--- config.mk ---
export PLATFORM = sky130hd
export DESIGN_NAME = uart_frame_parser_flat
export DESIGN_NICKNAME = d
export VERILOG_FILES = /design/src/rtl/uart_frame_parser_if.sv /design/src/rtl/uart_frame_parser.sv /design/src/flat_wrapper.sv
export SDC_FILE = /design/constraint.sdc
export NUM_CORES = 1
export LEC_CHECK = 0
export CORE_AREA = 2 2 106 97
export DETAILED_ROUTE_END_ITERATION = 8
export DIE_AREA = 0 0 108 99
export PLACE_DENSITY = 0.78
export SYNTH_ARGS = -nofsm -noshare
export SYNTH_HDL_FRONTEND = slang
export SYNTH_SLANG_ARGS = --single-unit
--- constraint.sdc ---
create_clock -name sys_clk_i -period 4.7 [get_ports sys_clk_i]
set_input_delay 0.47 -clock sys_clk_i [delete_from_list [all_inputs] [get_ports sys_clk_i]]
set_output_delay 0.47 -clock sys_clk_i [all_outputs]
set_load 0.05 [all_outputs]
--- src/rtl/uart_frame_parser_if.sv ---
// Byte-stream input and frame/payload output bundle of the UART command-frame parser.
interface uart_frame_parser_if;
  logic       rx_data_flag_i;
  logic [7:0] rx_data_i;
  logic       busy_o;
  logic [7:0] cmd_o;
  logic [7:0] len_o;
  logic       pld_valid_o;
  logic [7:0] pld_data_o;
  logic [7:0] pld_index_o;
  logic       frame_ok_o;
  logic       frame_err_o;
  logic [1:0] err_code_o;
  logic [7:0] err_cnt_o;
  logic [2:0] state_dbg;

  // rx_data_flag_i is a one-cycle strobe qualifying rx_data_i; there is no backpressure,
  // so every strobed byte is consumed in the cycle it is presented.
  modport master (
    output rx_data_flag_i, rx_data_i,
    input  busy_o, cmd_o, len_o, pld_valid_o, pld_data_o, pld_index_o,
           frame_ok_o, frame_err_o, err_code_o, err_cnt_o, state_dbg
  );

  modport slave (
    input  rx_data_flag_i, rx_data_i,
    output busy_o, cmd_o, len_o, pld_valid_o, pld_data_o, pld_index_o,
           frame_ok_o, frame_err_o, err_code_o, err_cnt_o, state_dbg
  );
endinterface

--- src/rtl/uart_frame_parser.sv ---
// Parses HDR0 HDR1 CMD LEN payload CHK frames from a UART byte strobe, streams the
// payload and reports frame-good / frame-error with a held reason code.
module uart_frame_parser #(
  parameter logic [7:0] HDR0           = 8'h55,
  parameter logic [7:0] HDR1           = 8'hAA,
  parameter int         MAX_LEN        = 32,
  parameter int         TIMEOUT_CYCLES = 500000
) (
  input logic               sys_clk_i,
  input logic               rst_n_i,
  uart_frame_parser_if.slave bus
);

  localparam logic [2:0] S_IDLE = 3'd0;
  localparam logic [2:0] S_H1   = 3'd1;
  localparam logic [2:0] S_CMD  = 3'd2;
  localparam logic [2:0] S_LEN  = 3'd3;
  localparam logic [2:0] S_PLD  = 3'd4;
  localparam logic [2:0] S_CHK  = 3'd5;

  localparam int              TW      = $clog2(TIMEOUT_CYCLES);
  localparam logic [TW-1:0]   T_LAST  = TW'(TIMEOUT_CYCLES - 1);
  localparam logic [7:0]      LEN_MAX = 8'(MAX_LEN);

  logic [2:0]    state;
  logic [TW-1:0] timer;
  logic [7:0]    sum;
  logic [7:0]    idx;
  logic [7:0]    cmd_r, len_r, pld_data_r, pld_index_r, err_cnt_r;
  logic          pld_valid_r, ok_r, err_r;
  logic [1:0]    err_code_r;
  logic          strobe;
  logic [7:0]    rx;
  logic          err_fire;
  logic [1:0]    err_reason;

  assign strobe = bus.rx_data_flag_i;
  assign rx     = bus.rx_data_i;

  // A strobe always beats the timeout, so at most one reason can fire per cycle.
  always_comb begin
    err_fire   = 1'b0;
    err_reason = 2'b00;
    if (strobe) begin
      if (state == S_LEN && rx > LEN_MAX) begin
        err_fire   = 1'b1;
        err_reason = 2'b10;
      end else if (state == S_CHK && rx != sum) begin
        err_fire   = 1'b1;
        err_reason = 2'b01;
      end
    end else if (state != S_IDLE && timer == T_LAST) begin
      err_fire   = 1'b1;
      err_reason = 2'b11;
    end
  end

  always_ff @(posedge sys_clk_i or negedge rst_n_i) begin
    if (!rst_n_i) begin
      state       <= S_IDLE;
      timer       <= '0;
      sum         <= '0;
      idx         <= '0;
      cmd_r       <= '0;
      len_r       <= '0;
      pld_valid_r <= 1'b0;
      pld_data_r  <= '0;
      pld_index_r <= '0;
      ok_r        <= 1'b0;
    end else begin
      pld_valid_r <= 1'b0;
      ok_r        <= 1'b0;
      if (strobe) begin
        timer <= '0;
        case (state)
          S_IDLE: if (rx == HDR0) state <= S_H1;
          S_H1: begin
            if (rx == HDR1)      state <= S_CMD;
            else if (rx != HDR0) state <= S_IDLE;
          end
          S_CMD: begin
            cmd_r <= rx;
            sum   <= rx;
            state <= S_LEN;
          end
          S_LEN: begin
            len_r <= rx;
            sum   <= sum + rx;
            idx   <= '0;
            if (rx > LEN_MAX)   state <= S_IDLE;
            else if (rx == '0)  state <= S_CHK;
            else                state <= S_PLD;
          end
          S_PLD: begin
            pld_valid_r <= 1'b1;
            pld_data_r  <= rx;
            pld_index_r <= idx;
            sum         <= sum + rx;
            idx         <= idx + 8'd1;
            if (idx == len_r - 8'd1) state <= S_CHK;
          end
          S_CHK: begin
            ok_r  <= (rx == sum);
            state <= S_IDLE;
          end
          default: state <= S_IDLE;
        endcase
      end else if (state == S_IDLE) begin
        timer <= '0;
      end else if (timer == T_LAST) begin
        timer <= '0;
        state <= S_IDLE;
      end else begin
        timer <= timer + 1'b1;
      end
    end
  end

  always_ff @(posedge sys_clk_i or negedge rst_n_i) begin
    if (!rst_n_i) begin
      err_r      <= 1'b0;
      err_code_r <= 2'b00;
      err_cnt_r  <= '0;
    end else begin
      err_r <= err_fire;
      if (err_fire) begin
        err_code_r <= err_reason;
        if (err_cnt_r != 8'hFF) err_cnt_r <= err_cnt_r + 8'd1;
      end
    end
  end

  assign bus.busy_o      = (state != S_IDLE);
  assign bus.cmd_o       = cmd_r;
  assign bus.len_o       = len_r;
  assign bus.pld_valid_o = pld_valid_r;
  assign bus.pld_data_o  = pld_data_r;
  assign bus.pld_index_o = pld_index_r;
  assign bus.frame_ok_o  = ok_r;
  assign bus.frame_err_o = err_r;
  assign bus.err_code_o  = err_code_r;
  assign bus.err_cnt_o   = err_cnt_r;
  assign bus.state_dbg   = state;

endmodule

--- src/flat_wrapper.sv ---
// flat-port wrapper written by rule: the top's interface ports become plain ports
module uart_frame_parser_flat 
#(
  parameter logic [7:0] HDR0           = 8'h55,
  parameter logic [7:0] HDR1           = 8'hAA,
  parameter int         MAX_LEN        = 32,
  parameter int         TIMEOUT_CYCLES = 500000
)
  (sys_clk_i, rst_n_i, bus_rx_data_flag_i, bus_rx_data_i, bus_busy_o, bus_cmd_o, bus_len_o, bus_pld_valid_o, bus_pld_data_o, bus_pld_index_o, bus_frame_ok_o, bus_frame_err_o, bus_err_code_o, bus_err_cnt_o, bus_state_dbg);
  uart_frame_parser_if bus_i ();
  input logic sys_clk_i;
  input logic rst_n_i;
  input wire logic [$bits(bus_i.rx_data_flag_i)-1:0] bus_rx_data_flag_i;
  input wire logic [$bits(bus_i.rx_data_i)-1:0] bus_rx_data_i;
  output wire logic [$bits(bus_i.busy_o)-1:0] bus_busy_o;
  output wire logic [$bits(bus_i.cmd_o)-1:0] bus_cmd_o;
  output wire logic [$bits(bus_i.len_o)-1:0] bus_len_o;
  output wire logic [$bits(bus_i.pld_valid_o)-1:0] bus_pld_valid_o;
  output wire logic [$bits(bus_i.pld_data_o)-1:0] bus_pld_data_o;
  output wire logic [$bits(bus_i.pld_index_o)-1:0] bus_pld_index_o;
  output wire logic [$bits(bus_i.frame_ok_o)-1:0] bus_frame_ok_o;
  output wire logic [$bits(bus_i.frame_err_o)-1:0] bus_frame_err_o;
  output wire logic [$bits(bus_i.err_code_o)-1:0] bus_err_code_o;
  output wire logic [$bits(bus_i.err_cnt_o)-1:0] bus_err_cnt_o;
  output wire logic [$bits(bus_i.state_dbg)-1:0] bus_state_dbg;
  assign bus_i.rx_data_flag_i = bus_rx_data_flag_i;
  assign bus_i.rx_data_i = bus_rx_data_i;
  assign bus_busy_o = bus_i.busy_o;
  assign bus_cmd_o = bus_i.cmd_o;
  assign bus_len_o = bus_i.len_o;
  assign bus_pld_valid_o = bus_i.pld_valid_o;
  assign bus_pld_data_o = bus_i.pld_data_o;
  assign bus_pld_index_o = bus_i.pld_index_o;
  assign bus_frame_ok_o = bus_i.frame_ok_o;
  assign bus_frame_err_o = bus_i.frame_err_o;
  assign bus_err_code_o = bus_i.err_code_o;
  assign bus_err_cnt_o = bus_i.err_cnt_o;
  assign bus_state_dbg = bus_i.state_dbg;
  uart_frame_parser #(.HDR0(HDR0), .HDR1(HDR1), .MAX_LEN(MAX_LEN), .TIMEOUT_CYCLES(TIMEOUT_CYCLES)) u_core (.sys_clk_i(sys_clk_i), .rst_n_i(rst_n_i), .bus(bus_i));
endmodule
After elaboration in Yosys (flattened, before gate mapping)
Index checks and enable logic that the tools add are counted.
Storage, ports and cells
  bits in registers: 83
  output and inout bits: 49
Operators by class
  add/subtract/negate cells: 5
  $lt $le $gt $ge: 1
  equal/unequal tests: 17
  multiplexer cells: 27
  reduce and logical (&&, ||, !) cells: 17
Operator list (count)
  19-bit two-way mux: 3
  8-bit case mux with 2 select lines: 2
  3-bit two-way mux: 8
  19-bit by 1-bit adder with 19-bit output (second input constant): 1
  19-bit equality test (second input constant): 1
  8-bit by 1-bit adder with 8-bit output (second input constant): 2
  8-bit equality test: 2
  3-bit case mux with 5 select lines: 1
  2-bit AND reduction: 6
  1-bit two-way mux: 10
  8-bit adder: 1
  8-bit by 7-bit equality test with 1-bit output (second input constant): 1
  8-bit equality test (second input constant): 1
  8-bit by 6-bit > comparator with 1-bit output (second input constant): 1
  8-bit zero test: 1
  8-bit by 7-bit != test with 1-bit output (second input constant): 1
  8-bit != test: 1
  8-bit != test (second input constant): 1
  8-bit by 1-bit subtractor with 8-bit output (second input constant): 1
  3-bit by 2-bit equality test with 1-bit output (second input constant): 2
  3-bit equality test (second input constant): 2
  2-bit two-way mux: 3
  2-bit nonzero test: 3
  5-bit AND reduction: 1
  other kinds (9): 11

Logic depth before layout (Yosys ltp)
Gate-level depths: netlist (run 1).
  depth after elaboration: 6
  gate-level depth with buffers: 9
  gate-level depth less buffers: 9

Least setup slack after synthesis (run 1)
Ideal clock, no wire load.
  kind: reg-to-reg
  start point: register u_core.state[2] (netlist: u_core.bus.state_dbg[2])
  end point: register u_core.err_cnt_r[1] (netlist: u_core.bus.err_cnt_o[1])
  library setup time: 0.125 ns
  arrival time: 2.545 ns
  path slack: 2.030 ns
  cell stages (with the launch flop): 8
  clock period less this slack: 2.670 ns
  cells stage by stage: dfrtp_1 > buf_2 > or3_1 > nand2_1 > nor4_4 > nor3_4 > nor2_2 > mux2_4
On the way
  elaborated cells between the ends (all ways): 11
  those cells by class: 2 x eq/ne; 4 x mux; 5 x reduce/logical
RTL lines
  from (decl): RTL line uart_frame_parser.sv:25  | logic [2:0] state;
  from (signal assigned): RTL line uart_frame_parser.sv:60  | state <= S_IDLE;
  from (signal assigned): RTL line uart_frame_parser.sv:76  | S_IDLE: if (rx == HDR0) state <= S_H1;
  from (signal assigned): RTL line uart_frame_parser.sv:78  | if (rx == HDR1) state <= S_CMD;
  3-bit nonzero test
  net bus_busy_o: RTL line flat_wrapper.sv:15  | output wire logic [$bits(bus_i.busy_o)-1:0] bus_busy_o;
  1-bit logical AND: RTL line uart_frame_parser.sv:52  | end else if (state != S_IDLE && timer == T_LAST) begin
  1-bit two-way mux: RTL line uart_frame_parser.sv:52
  1-bit two-way mux: RTL line uart_frame_parser.sv:44  | if (strobe) begin
  2-bit AND reduction (no source line)
  to (signal assigned): RTL line uart_frame_parser.sv:128  | if (err_cnt_r != 8'hFF) err_cnt_r <= err_cnt_r + 8'd1;
  to (decl): RTL line uart_frame_parser.sv:29  | logic [7:0] cmd_r, len_r, pld_data_r, pld_index_r, err_cnt_r;
The timed path passes the listed nets, and every way through them passes these cells.
A chain may end at the register's enable or synchronous reset.

Worst setup path after layout (run 1)
  start point: input port bus_rx_data_i[0]
  end point: register u_core.err_cnt_r[1] (netlist: u_core.bus.err_cnt_o[1])
On the way
  word-level cells in the longest chain between the ends: 6
  elaborated cells between the ends (all ways): 8
  those cells by class: 1 x order compare; 1 x eq/ne; 3 x mux; 3 x reduce/logical
Ends and longest elaborated chain
  from (decl): RTL line flat_wrapper.sv:14  | input wire logic [$bits(bus_i.rx_data_i)-1:0] bus_rx_data_i;
  branches (longest 3 deep; another with 8-bit by 6-bit > comparator with 1-bit output)
  1-bit two-way mux *: RTL line uart_frame_parser.sv:45  | if (state == S_LEN && rx > LEN_MAX) begin
  1-bit two-way mux *: RTL line uart_frame_parser.sv:44
  2-bit AND reduction (no source line) *
Mark *: on every way between the ends.

==> flow_summary.yaml, run 1 <==
routing:
  viasPerCell: 5.38
  num_vias: 3514
  dr.first_iter.drc_count: 150
  antenna_left: 0
  drc: 0
  wl_per_cell_um: 14.8
  firstDrtPassIters: 4
  wirelength_mm: 9.64
grt:
  antenna_found_initial: 0
  grtUsageTotal: 0.192
  grt_pass1_vias: 3495
  grt_pass1_wl_mm: 16.4
  grt_max_degree: 84
  gr-total-overflow: 0
logic_synthesis:
  synthFlopType: "dfrtp_1"
  synthCells: 468
  seq_area_frac_synth: 0.491
  syn_area_per_cell_sq_um: 9.04
  synth_warnings: 0
  netlist_area_sq_um: 4230
  netlist-cell-type-count: 55
  synth_top_cell_by_area: "dfrtp_1"
  ys_top_cells_by_area: "dfrtp_1 (49%), nand2_1 (10%), xor2_1 (4.6%)"
  synth_fp_nets: 491
  synthArstFlopShare: 1.00
  synth_edf_count: 0
  ys_seq_elements: 83
  synth_top_area_frac: 0.491
clock_tree:
  clock_latency_ps: 350
  holdBufCountCts: 0
  clk_pin_slew_ps: 80
  cts_num_sinks: 83
  cts_tree: "yes"
  cts_made_buffers: 9
  cts_buffer_depth: 2
  cts_setup_buffers: 0
  cts_resized: 0
  clock_tree.root_cell: "clkbuf_8"
  cts.htree.levels: 3
finish:
  multi_input_area_sq_um: 2030
  drive_gt1_frac: 0.0436
  diodes: 0
  final_cell_mix: "nand2_1 (115), dfrtp_1 (83), clkdlybuf4s50_1 (58), nor2_1 (41), o21ai_0 (29)"
  layout.nets: 548
  fin_cells: 653
  ff_latch_area_sq_um: 2080
  final_common_cell: "nand2_1"
  syn_to_final_growth_pct: 20.5
  nFillCells: 856
  fin_util: 0.533
sta:
  timing.final.crit_share: 0.562
  hold_viol: 0
  relSlewSlack: 0.260
  rsz0062_at_grt: "false"
  fin_tns_setup_ps: 0
  slew_viol_final: 0
  worst_slew_pin_slew_ps: 1100
  setup_viol: 0
  fin_skew_ps: 9.77
  fmax_mhz: 378
  fin_crit_ps: 2640
pwr:
  leakage_nw: 2.31
  max-vdd-ir-drop_v: 0.000346
  p_per_area_nw_per_um2: 603
floorplan:
  io-pin-count: 60
  fp.coreArea_sq_um: 9570
  fp.dieW_um: 108
  rows: 34
  die_h_um: 99
  dieArea_sq_um: 10700
  start_util: 0.442
worst_setup_path:
  cp.required_ps: 4940
  cp-start-kind: "input pin"
  endpoint_kind: "register"
  arrival_ps: 2880
  worstSetupPathType: "input pin to register"
  cp_max_fo: 9
placement:
  dp_hpwl_mm: 6.99
  gp_congestion: 0.846
  port_buffers: 59
  dp_cells: 640
outcome:
  status: "finished, final reports clean"
run:
  cap_violations: 0
worst_hold_path:
  hp-class: "input pin to async pin"
-- registers in the layout (all words and copies together), names as in the netlist --
name                    cells
u_core.bus.cmd_o            8
u_core.bus.err_cnt_o        8
u_core.bus.err_code_o       2
u_core.bus.frame_err_o      1
u_core.bus.frame_ok_o       1
u_core.bus.len_o            8
u_core.bus.pld_data_o       8
u_core.bus.pld_index_o      8
u_core.bus.pld_valid_o      1
u_core.bus.state_dbg        3
u_core.idx                  8
u_core.sum                  8
u_core.timer               19
-- worst paths after layout --
path	from	endpoint	slack (ps)	cells past startpoint
min in group sys_clk_i	u_core.bus.pld_index_o[4]	u_core.bus.pld_index_o[4]	480	2
worst min register to register	u_core.bus.pld_index_o[4]	u_core.bus.pld_index_o[4]	480	2
worst max-delay path	bus_rx_data_i[0]	u_core.bus.err_cnt_o[1]	2060	7
max in group asynchronous	rst_n_i	u_core.sum[1]	3770	1
worst min-delay path	rst_n_i	u_core.bus.err_cnt_o[3]	280	1
worst max register to register	u_core.bus.state_dbg[0]	u_core.sum[7]	2070	8
-- power breakdown --
| part | internal, mW | leakage [nW] | switching (mW) |
|---|---|---|---|
| logic | 0.529 | 1.15 | 0.971 |
| clock network | 0.236 | 0.0841 | 0.244 |
| registers | 0.901 | 1.08 | 0.195 |
-- area by class of cell --
class                      count  area share
timing repair buffer          60       0.117
clock inverter                 3     0.00834
multi-input combinational    353       0.398
clock buffer                  10      0.0250
tap                          126      0.0309
inverter                      18      0.0133
sequential                    83       0.407
-- through the flow --
step                      hold slack [ps]  setup slack (ps)  total power, mW  cell area (sq um)
final                                 283              2060             3.08               5100
after global routing                  383              1740             3.26               5100
after CTS                             338              2060             3.09               5100
after detailed placement              468              1690             2.61               4930
after global placement                465              1770             2.57               4930
after floorplan                       174              2030             2.13               4230
-- cell usage after synthesis (2+ instances only) --
library cell and n:
a21o_1 3, a21oi_1 10, a221o_1 2, a221oi_1 2, a22oi_1 4, a31oi_1 2, and3_1 8, buf_2 2
clkbuf_1 11, dfrtp_1 83, ha_1 11, inv_1 18, mux2i_1 3, nand2_1 115, nand2b_1 3, nand3_1 23
nand3b_1 3, nand4_1 9, nor2_1 41, nor2b_1 4, nor3_1 10, nor4_1 3, o21ai_0 29, o31a_1 2
o31ai_1 2, o41ai_1 2, or3_1 4, xnor2_1 11, xor2_1 22
-- metal layers --
metal  track usage  share of wire  up-vias
li1              -              -     1727
met1         0.250           0.45     1688
met2         0.321           0.49       89
met3        0.0403          0.046       10
met4        0.0631          0.014        0
met5             0              0        -
-- critical path, stage by stage --
cell and delay (ps):
clkdlybuf4s50_1 570, or3_4 460, o31a_1 270, o31a_1 300, nor3_4 380, nor2_2 130
mux2_4 310
-- kinds of logic after synthesis --
group | count (synthesis) | synth area share
AOI/OAI and AO/OA | 68 | 0.102
buffers and inverters | 32 | 0.0290
and+or+nand+nor | 236 | 0.262
adders and majority gates | 12 | 0.0373
xor gates and xnor gates | 33 | 0.0683
muxes | 4 | 0.0106
DFF | 83 | 0.491
(Power assumes the default switching activity.)
==> run 2, diff against run 1 <==
- clock period: 4.7 -> 2.7 ns (I/O delays scaled with it)
==> run 2 against run 1 <==
Net effect:
- non-clock buffer count increased by 16
- via count up 0.97%
- cell count up 2.6%
- critical endpoint is now u_core.bus.err_cnt_o[7]
==> flow_summary.yaml, run 2 (synthesis gave the netlist of run 1 again) <==
floorplan:
  fp.coreArea_sq_um: 9570
  die_h_um: 99
  start_util: 0.442
  rows: 34
  fp.dieW_um: 108
  dieArea_sq_um: 10700
  io-pin-count: 60
sta:
  whs_ps: 70.0
  hold_viol: 0
  fin_ws_ps: 309
  worst_slew_pin_slew_ps: 1020
  slew_viol_final: 0
  fin_skew_ps: 10.6
  setup_viol: 0
  relSlewSlack: 0.321
  fmax_mhz: 418
  timing.final.crit_share: 0.886
  fin_crit_ps: 2390
  rsz0062_at_grt: "false"
pwr:
  max-vdd-ir-drop_v: 0.000691
  leakage_nw: 2.40
  p_clk_frac: 0.158
  pwr-share-comb: 0.495
  p_per_area_nw_per_um2: 1040
  swShare: 0.456
  p_seq_frac: 0.347
  internal-power_mw: 2.96
  p_switching_mw: 2.48
routing:
  firstDrtPassIters: 4
  dr.first_iter.drc_count: 193
  antenna_left: 0
  wl_per_cell_um: 14.8
  num_vias: 3548
  drc: 0
  wirelength_mm: 9.88
  viasPerCell: 5.30
clock_tree:
  cts_resized: 0
  clock_latency_ps: 350
  clock_tree.root_cell: "clkbuf_8"
  cts_made_buffers: 9
  cts_buffer_depth: 2
  clk_pin_slew_ps: 80
  holdBufCountCts: 0
  cts_tree: "yes"
  cts_setup_buffers: 0
  cts.htree.levels: 3
  cts_num_sinks: 83
worst_setup_path:
  cpPeakStageDelay_ps: 460
  path_common_cell: "o41ai_1"
  cp-start-kind: "register"
  cp_top_family: "simple AND/OR/NAND/NOR gates"
  cp_cell_sequence: "nand4bb_1 > or4_4 > nor4_4 > nor3_4 > buf_4 > o41ai_1 > o41ai_1"
  cp.required_ps: 2910
  cp.depth: 7
  cp_max_fo: 6
  reg2reg_depth: 7
  endpoint_kind: "register"
  timing.critical_path.buf_inv: 1
  arrival_ps: 2600
  worstSetupPathType: "register to register"
  crit_slowest_cell: "or4_4"
finish:
  final_area_sq_um: 5230
  drive_gt1_frac: 0.0735
  regMostFlops: "u_core.timer"
  final_cell_mix: "nand2_1 (115), dfrtp_1 (83), clkdlybuf4s50_1 (58), nor2_1 (41), o21ai_0 (29)"
  syn_to_final_growth_pct: 23.6
  fin_cells: 670
  diodes: 0
  final_common_cell: "nand2_1"
  layout.nets: 564
  largest_reg_flops: 19
grt:
  grt_pass1_vias: 3498
  grt_max_degree: 84
  grtUsageTotal: 0.198
  grt_pass1_wl_mm: 16.7
  gr-total-overflow: 0
  antenna_found_initial: 0
placement:
  dp_hpwl_mm: 7.10
  gp_congestion: 0.896
  placed_area_sq_um: 5050
  post-place-ws_ps: -7.18
  dp_cells: 656
  port_buffers: 59
worst_hold_path:
  hp-class: "input pin to async pin"
run:
  cap_violations: 0
outcome:
  status: "finished, final reports clean"
[run 2: worst paths after layout]
check | startpoint | end | slack (ps)
max | u_core.timer[9] | u_core.bus.err_cnt_o[7] | 310
min reg2reg | u_core.bus.pld_index_o[5] | u_core.bus.pld_index_o[5] | 480
min | rst_n_i | u_core.bus.err_cnt_o[5] | 70
min in group sys_clk_i | u_core.bus.pld_index_o[5] | u_core.bus.pld_index_o[5] | 480
max reg2reg | u_core.timer[9] | u_core.bus.err_cnt_o[7] | 310
max in group asynchronous | rst_n_i | u_core.bus.pld_index_o[2] | 1950
[run 2: per-stage QoR]
| step | utilization | power (mW) | setup TNS (ps) |
|---|---|---|---|
| final | 0.546 | 5.44 | 0 |
| after global routing | 0.546 | 5.77 | 0 |
| after CTS | 0.546 | 5.47 | 0 |
| after detailed placement | 0.527 | 4.58 | -7.18 |
| after global placement | 0.527 | 4.51 | 0 |
| after floorplan | - | 3.70 | 0 |
[run 2: layout make-up]
class                           instances  area (sq um)
Fill cell                             881          4340
Sequential cell                        83          2080
Multi-Input combinational cell        353          2030
Timing Repair Buffer                   76           716
Tap cell                              126           158
Clock buffer                           11           141
Inverter                               18          67.6
Clock inverter                          3          40.0
[run 2: power by group through the flow]
stage	Sequential [mW]	Combinational, mW	Clock [mW]
final	1.89	2.70	0.859
after global routing	1.93	2.90	0.938
after CTS	1.89	2.70	0.884
after detailed placement	1.91	2.68	0
after global placement	1.89	2.62	0
after floorplan	2.66	1.04	0
[run 2: layer usage]
| metal | routed length [um] | track usage | up-vias | part of all wire |
|---|---|---|---|---|
| met1 | 4210 | 0.247 | 1670 | 0.43 |
| li1 | - | - | 1752 | - |
| met5 | 0 | 0 | - | 0 |
| met2 | 4980 | 0.340 | 107 | 0.50 |
| met4 | 172 | 0.0611 | 0 | 0.017 |
| met3 | 526 | 0.0483 | 19 | 0.053 |
